===== src/rtl/key_entry_controller_pkg.sv =====
// Shared types and constants for the key entry controller and its debouncer.
package key_entry_controller_pkg;

    // Key FSM: wait for a press, qualify it, then wait for a full release
    typedef enum logic [1:0] {
        KEY_READY    = 2'd0,
        KEY_DEBOUNCE = 2'd1,
        KEY_HELD     = 2'd2
    } key_state_t;

    // Lockout FSM: normal operation or timed key blocking
    typedef enum logic {
        LOCK_ARMED   = 1'b0,
        LOCK_LOCKOUT = 1'b1
    } lock_state_t;

    localparam logic [3:0] KEY_NONE = 4'b0000;

    // Isolate the lowest-index set bit so simultaneous presses resolve to key 0 first
    function automatic logic [3:0] lowest_key(input logic [3:0] act);
        return act & (~act + 4'd1);
    endfunction

endpackage


===== src/rtl/key_entry_controller_key_debouncer.sv =====
// Synchronises the active-low keys, picks one key, debounces it and emits a
// single-cycle one-hot strobe. force_held parks the FSM in HELD so a key that is
// still down when forcing ends must be released before a new press is accepted.
module key_debouncer
    import key_entry_controller_pkg::*;
#(
    parameter int DEBOUNCE_CYCLES = 1000000
) (
    input  logic       clock,
    input  logic       reset,
    input  logic [3:0] key_n,
    input  logic       force_held,
    output logic [3:0] key_out
);

    localparam int CW = $clog2(DEBOUNCE_CYCLES);
    localparam logic [CW-1:0] CNT_LAST = CW'(DEBOUNCE_CYCLES - 1);

    logic [3:0]    sync_1;
    logic [3:0]    sync_2;
    logic [3:0]    act;
    logic [3:0]    captured;
    logic [CW-1:0] cnt;
    key_state_t    state;

    assign act = ~sync_2;

    // Two-flop synchroniser; resets to all keys released
    always_ff @(posedge clock or posedge reset) begin
        if (reset) begin
            sync_1 <= 4'b1111;
            sync_2 <= 4'b1111;
        end else begin
            // NOTE: non-blocking so both stages sample the pre-edge values and form a real two-flop chain.
            sync_1 <= key_n;
            sync_2 <= sync_1;
        end
    end

    // Key FSM with shared debounce / release counter and registered strobe
    always_ff @(posedge clock or posedge reset) begin
        if (reset) begin
            state    <= KEY_READY;
            cnt      <= '0;
            captured <= KEY_NONE;
            key_out  <= KEY_NONE;
        end else begin
            // NOTE: default to no strobe every cycle so key_out is high for exactly one cycle.
            key_out <= KEY_NONE;
            if (force_held) begin
                state <= KEY_HELD;
                cnt   <= '0;
            end else begin
                case (state)
                    KEY_READY: begin
                        if (act != KEY_NONE) begin
                            captured <= lowest_key(act);
                            cnt      <= '0;
                            state    <= KEY_DEBOUNCE;
                        end
                    end
                    KEY_DEBOUNCE: begin
                        if ((act & captured) == KEY_NONE) begin
                            state <= KEY_READY;
                        end else if (cnt == CNT_LAST) begin
                            key_out <= captured;
                            cnt     <= '0;
                            state   <= KEY_HELD;
                        end else begin
                            cnt <= cnt + 1'b1;
                        end
                    end
                    KEY_HELD: begin
                        if (act != KEY_NONE) begin
                            cnt <= '0;
                        end else if (cnt == CNT_LAST) begin
                            state <= KEY_READY;
                        end else begin
                            cnt <= cnt + 1'b1;
                        end
                    end
                    default: state <= KEY_READY;
                endcase
            end
        end
    end

endmodule


===== src/rtl/key_entry_controller.sv =====
// Key entry front end for the lock FSM: debounced key strobes plus an attempt
// lockout with exponential backoff driven by the lock FSM's error/lock flags.
module key_entry_controller
    import key_entry_controller_pkg::*;
#(
    parameter int DEBOUNCE_CYCLES   = 1000000,
    parameter int MAX_ATTEMPTS      = 3,
    parameter int LOCKOUT_CYCLES    = 250000000,
    parameter int MAX_BACKOFF_SHIFT = 3,
    parameter int TIMER_WIDTH       = 32
) (
    input  logic                                  clock,
    input  logic                                  reset,
    input  logic [3:0]                            key_n,
    input  logic                                  error_flag,
    input  logic                                  lock_flag,
    output logic [3:0]                            key_out,
    output logic                                  lockout_flag,
    output logic [$clog2(MAX_ATTEMPTS+1)-1:0]     fail_count,
    output logic [TIMER_WIDTH-1:0]                lockout_remaining
);

    localparam int FW = $clog2(MAX_ATTEMPTS + 1);
    localparam int SW = (MAX_BACKOFF_SHIFT > 0) ? $clog2(MAX_BACKOFF_SHIFT + 1) : 1;
    localparam logic [FW-1:0]          LAST_FAIL    = FW'(MAX_ATTEMPTS - 1);
    localparam logic [SW-1:0]          SHIFT_MAX    = SW'(MAX_BACKOFF_SHIFT);
    localparam logic [TIMER_WIDTH-1:0] LOCKOUT_BASE = TIMER_WIDTH'(LOCKOUT_CYCLES);

    logic        error_q;
    logic        lock_q;
    logic        err_evt;
    logic        unlock_evt;
    logic [SW-1:0] shift;
    lock_state_t lock_state;
    logic [3:0]  deb_key;

    assign err_evt      = error_flag & ~error_q;
    assign unlock_evt   = ~lock_flag & lock_q;
    assign lockout_flag = (lock_state == LOCK_LOCKOUT);
    // Also mask here so a strobe registered on the lockout-entry edge never escapes
    assign key_out      = lockout_flag ? KEY_NONE : deb_key;

    key_debouncer #(
        .DEBOUNCE_CYCLES(DEBOUNCE_CYCLES)
    ) u_key_debouncer (
        .clock      (clock),
        .reset      (reset),
        .key_n      (key_n),
        .force_held (lockout_flag),
        .key_out    (deb_key)
    );

    // Delay the lock FSM flags by one cycle for edge detection
    always_ff @(posedge clock or posedge reset) begin
        if (reset) begin
            error_q <= 1'b0;
            lock_q  <= 1'b0;
        end else begin
            error_q <= error_flag;
            lock_q  <= lock_flag;
        end
    end

    // Attempt counting, backoff and lockout timer
    always_ff @(posedge clock or posedge reset) begin
        if (reset) begin
            lock_state        <= LOCK_ARMED;
            fail_count        <= '0;
            shift             <= '0;
            lockout_remaining <= '0;
        end else begin
            case (lock_state)
                LOCK_ARMED: begin
                    if (unlock_evt) begin
                        fail_count <= '0;
                        shift      <= '0;
                    end else if (err_evt) begin
                        if (fail_count == LAST_FAIL) begin
                            lock_state        <= LOCK_LOCKOUT;
                            lockout_remaining <= LOCKOUT_BASE << shift;
                            fail_count        <= '0;
                            if (shift != SHIFT_MAX) begin
                                shift <= shift + 1'b1;
                            end
                        end else begin
                            fail_count <= fail_count + 1'b1;
                        end
                    end
                end
                LOCK_LOCKOUT: begin
                    if (lockout_remaining <= TIMER_WIDTH'(1)) begin
                        lockout_remaining <= '0;
                        lock_state        <= LOCK_ARMED;
                    end else begin
                        lockout_remaining <= lockout_remaining - 1'b1;
                    end
                end
                default: lock_state <= LOCK_ARMED;
            endcase
        end
    end

endmodule


===== config.mk =====
export PLATFORM = sky130hd
export DESIGN_NAME = key_entry_controller
export DESIGN_NICKNAME = d
export VERILOG_FILES = /design/src/rtl/key_entry_controller_pkg.sv /design/src/rtl/key_entry_controller_key_debouncer.sv /design/src/rtl/key_entry_controller.sv
export SDC_FILE = /design/constraint.sdc
export NUM_CORES = 1
export LEC_CHECK = 0
export ABC_AREA = 1
export CELL_PAD_IN_SITES_DETAIL_PLACEMENT = 1
export CELL_PAD_IN_SITES_GLOBAL_PLACEMENT = 2
export CORE_MARGIN = 2
export CORE_UTILIZATION = 36
export CTS_CLUSTER_DIAMETER = 40
export CTS_CLUSTER_SIZE = 10
export DETAILED_ROUTE_END_ITERATION = 10
export DONT_BUFFER_PORTS = 1
export HOLD_SLACK_MARGIN = 0.1
export PLACE_DENSITY_LB_ADDON = 0.1
export REMOVE_ABC_BUFFERS = 1
export SYNTH_ARGS = -nofsm -noshare
export SYNTH_HDL_FRONTEND = slang
export SYNTH_SLANG_ARGS = --single-unit
export TNS_END_PERCENT = 5

===== constraint.sdc =====
create_clock -name clock -period 2.9 [get_ports clock]
set_input_delay 0.58 -clock clock [delete_from_list [all_inputs] [get_ports clock]]
set_output_delay 0.58 -clock clock [all_outputs]
set_load 0.01 [all_outputs]

==> results.sh <==
export IMPL_status="finished clean"
export IMPL_wirelength_mm=14.7
export IMPL_synth_most_common_cell="nand2_1"
export IMPL_max_slew_margin_pct=63.4
export IMPL_yosys_top_cells_count="nand2_1 (141), nor2_1 (138), inv_1 (93), dfrtp_1 (69), nand3_1 (42)"
export IMPL_antenna_cells=0
export IMPL_fillers=1693
export IMPL_end_kind="flop"
export IMPL_syn_avg_cell_area_um2=7.09
export IMPL_die_area_um2=14600
export IMPL_grt_pass1_wl_mm=24.4
export IMPL_synth_area_leader_cell="dfrtp_1"
export IMPL_reg2reg_to="u_key_debouncer.cnt[10]$_DFFE_PP0P_"
export IMPL_timing_final_crit_share_pct=73.1
export IMPL_ff2ff_path_depth=9
export IMPL_drc=0
export IMPL_first_iter_violations=268
export IMPL_hp_class="input pin to async pin"
export IMPL_via_count=4512
export IMPL_ys_warn_count=0
export IMPL_rsz0062_at_grt="false"
export IMPL_start_util_pct=36.9
export IMPL_max_clock_freq_mhz=472
export IMPL_grt_pass1_vias=4646
export IMPL_synth_top_flop_cell="dfrtp_1"
export IMPL_gp_congestion=0.885
export IMPL_setup_violations=0
export IMPL_setup_worst_path_class="flop to flop"
export IMPL_maxCapViolCount=0
export IMPL_final_hold_viol_count=0
export IMPL_routedWlPerCell_um=16.7
export IMPL_grt_antenna_before_repair=0
export IMPL_core_um2=13300
export IMPL_grt_max_degree=51
export IMPL_overflow=0
export IMPL_cp_max_fo=21
export IMPL_row_count=42
export IMPL_groute_usage_overall_pct=21.5
export IMPL_ys_types=42
export IMPL_final_nets=722
export IMPL_pin_count=47
export IMPL_clock_insertion_delay_worst_skew_ns=0.35
export IMPL_required_ns=3.18
export IMPL_synth_area_leaders="dfrtp_1 (35%), nand2_1 (11%), nor2_1 (11%)"
export IMPL_cts_buffers=9
export IMPL_post_cts_repair_setup_buffers=0
export IMPL_path_clk_slew_ns=0.07
export IMPL_p_total_mw=2.37
export IMPL_synthCells=692
export IMPL_reg2reg_from="u_key_debouncer.state[0]$_DFFE_PP0P_"
export IMPL_ys_seq_area_share_pct=39.4
export IMPL_reg2reg_setup_slack_ns=0.78
export IMPL_ctsHoldBuffers=0
export IMPL_report_final_slew_viol_count=0
export IMPL_cts_buffer_depth=2
export IMPL_ant_nets=0
export IMPL_post_dp_hpwl_mm=11.3
export IMPL_cp_arrival_ns=2.40
export IMPL_fin_skew_ns=0.00792
export IMPL_synthArstFlopShare_pct=100
export IMPL_peakVddDrop_mv=0.274
export IMPL_critPathLaunchType="flop"
export IMPL_die_w_um=121
export IMPL_cts_tree="yes"
export IMPL_synth_area_um2=4910
export IMPL_post_route_min_period_ns=2.12
export IMPL_area_growth_pct=10.4
export IMPL_numPortBuffers=0
export IMPL_via_per_inst=5.13
export IMPL_root_buffer="clkbuf_16"
export IMPL_drtPass1Iterations=4
export IMPL_synth_edf_count=0
export IMPL_yosysTopAreaCellShare_pct=35.2
export IMPL_p_leak_nw=2.57
export IMPL_ctsHtreeMaxLevel=3
export IMPL_clkSinkCount=77
export IMPL_tightestPinTransition_ns=0.548
export IMPL_yosys_register_bits=77
export IMPL_ctsResizeCount=0
export IMPL_drive_gt1_share_pct=10.7
export IMPL_die_h_um=121
export IMPL_setup_tns_ns=0
export IMPL_p_per_area_nw_per_um2=437
==> routing by layer <==
layer	share of wire [%]	global-route usage (%)	up-vias	wire length, um
met1	50	31.3	2194	7350
li1	-	-	2226	-
met2	43	32.2	79	6360
met3	4.9	4.01	13	725
met4	1.5	7.05	0	226
met5	0	0	-	0
==> cell type report <==
class / count / area (um2) / share of cell area (%)
timing repair buffer: 8 / 72.6 / 1.34
clock buffer: 9 / 225 / 4.16
tap: 176 / 220 / 4.06
inverter: 102 / 387 / 7.13
sequential: 77 / 1940 / 35.7
clock inverter: 7 / 62.6 / 1.15
multi-input combinational: 501 / 2510 / 46.4
==> state kept, by name (all words and copies together), names as in the netlist, 4 cells and up <==
register and cells:
lockout_remaining 32, u_key_debouncer.captured 4, u_key_debouncer.cnt 20, u_key_debouncer.key_out 4, u_key_debouncer.sync_1 4, u_key_debouncer.sync_2 4
==> cell usage in the layout (no fill, tap or decap), types with 2 or more instances in the layout <==
cell	instances
dfrtp_1	69
nor3_1	12
a21oi_1	32
buf_4	7
clkbuf_16	9
inv_6	4
dfstp_2	8
xor2_1	8
nand2_2	8
nor4_1	2
xnor2_1	2
and2_1	3
nand4_1	17
nor3b_1	2
nor3_2	4
nor2_1	138
o21bai_1	3
o21ai_0	27
or2_2	2
clkinv_1	2
a31oi_1	3
nand3_2	3
nand2_4	2
inv_1	92
ha_1	15
nor2_2	6
nand2_1	141
nor2_4	5
nand3_1	42
o22ai_1	7
inv_2	6
o21ai_1	10
==> worst max-delay path, cell delays in order, from the launching register on <==
cell	delay [ns]
dfrtp_1	0.37
inv_1	0.09
ha_1	0.40
o31ai_2	0.34
nor2_4	0.08
nand2_4	0.19
inv_4	0.14
nand2_2	0.19
inv_2	0.09
nor2_1	0.13
==> logic make-up (layout without fill, tap and decap cells) <==
group	count (synthesis)	after routing	synth area share (%)
AOI/OAI and AO/OA	86	86	9.51
buffers and inverters	114	126	9.33
adders and majority gates	15	15	3.82
and+or+nand+nor	390	390	36.1
DFF	77	77	39.4
xor gates and xnor gates	10	10	1.78
==> power by group <==
group	internal, mW	total [mW]	leakage (nW)	switching [mW]
combinational	0.0304	0.105	1.46	0.0750
sequential	1.10	1.14	0.964	0.0409
clock	0.600	1.12	0.139	0.520
==> through the flow <==
| step | cell area [um2] | cells | hold WS, ns | setup slack [ns] | utilization, % |
|---|---|---|---|---|---|
| after global routing | 5420 | 880 | 0.168 | 0.558 | 40.8 |
| after floorplan | 4840 | 680 | 0.345 | 0.280 | - |
| final | 5420 | 880 | 0.136 | 0.779 | 40.8 |
| after detailed placement | 5130 | 864 | 0.350 | 0.775 | 38.6 |
| after global placement | 5130 | 864 | 0.346 | 0.865 | 38.6 |
| after CTS | 5420 | 880 | 0.142 | 0.757 | 40.8 |
==> worst max-delay path by stage <==
stage | from | endpoint | depth (start not counted)
final | u_key_debouncer.state[0]$_DFFE_PP0P_ | u_key_debouncer.cnt[10]$_DFFE_PP0P_ | 9
after global routing | lockout_remaining[0]$_DFFE_PP0P_ | lockout_remaining[9]$_DFFE_PP0P_ | 9
after CTS | lockout_remaining[0]$_DFFE_PP0P_ | lockout_remaining[9]$_DFFE_PP0P_ | 9
after detailed placement | lockout_remaining[0]$_DFFE_PP0P_ | lockout_remaining[9]$_DFFE_PP0P_ | 9
after global placement | lockout_remaining[0]$_DFFE_PP0P_ | lockout_remaining[9]$_DFFE_PP0P_ | 9
after floorplan | lock_flag | lockout_remaining[26]$_DFFE_PP0P_ | 8
No activity file was read; power rests on OpenSTA's default activity.
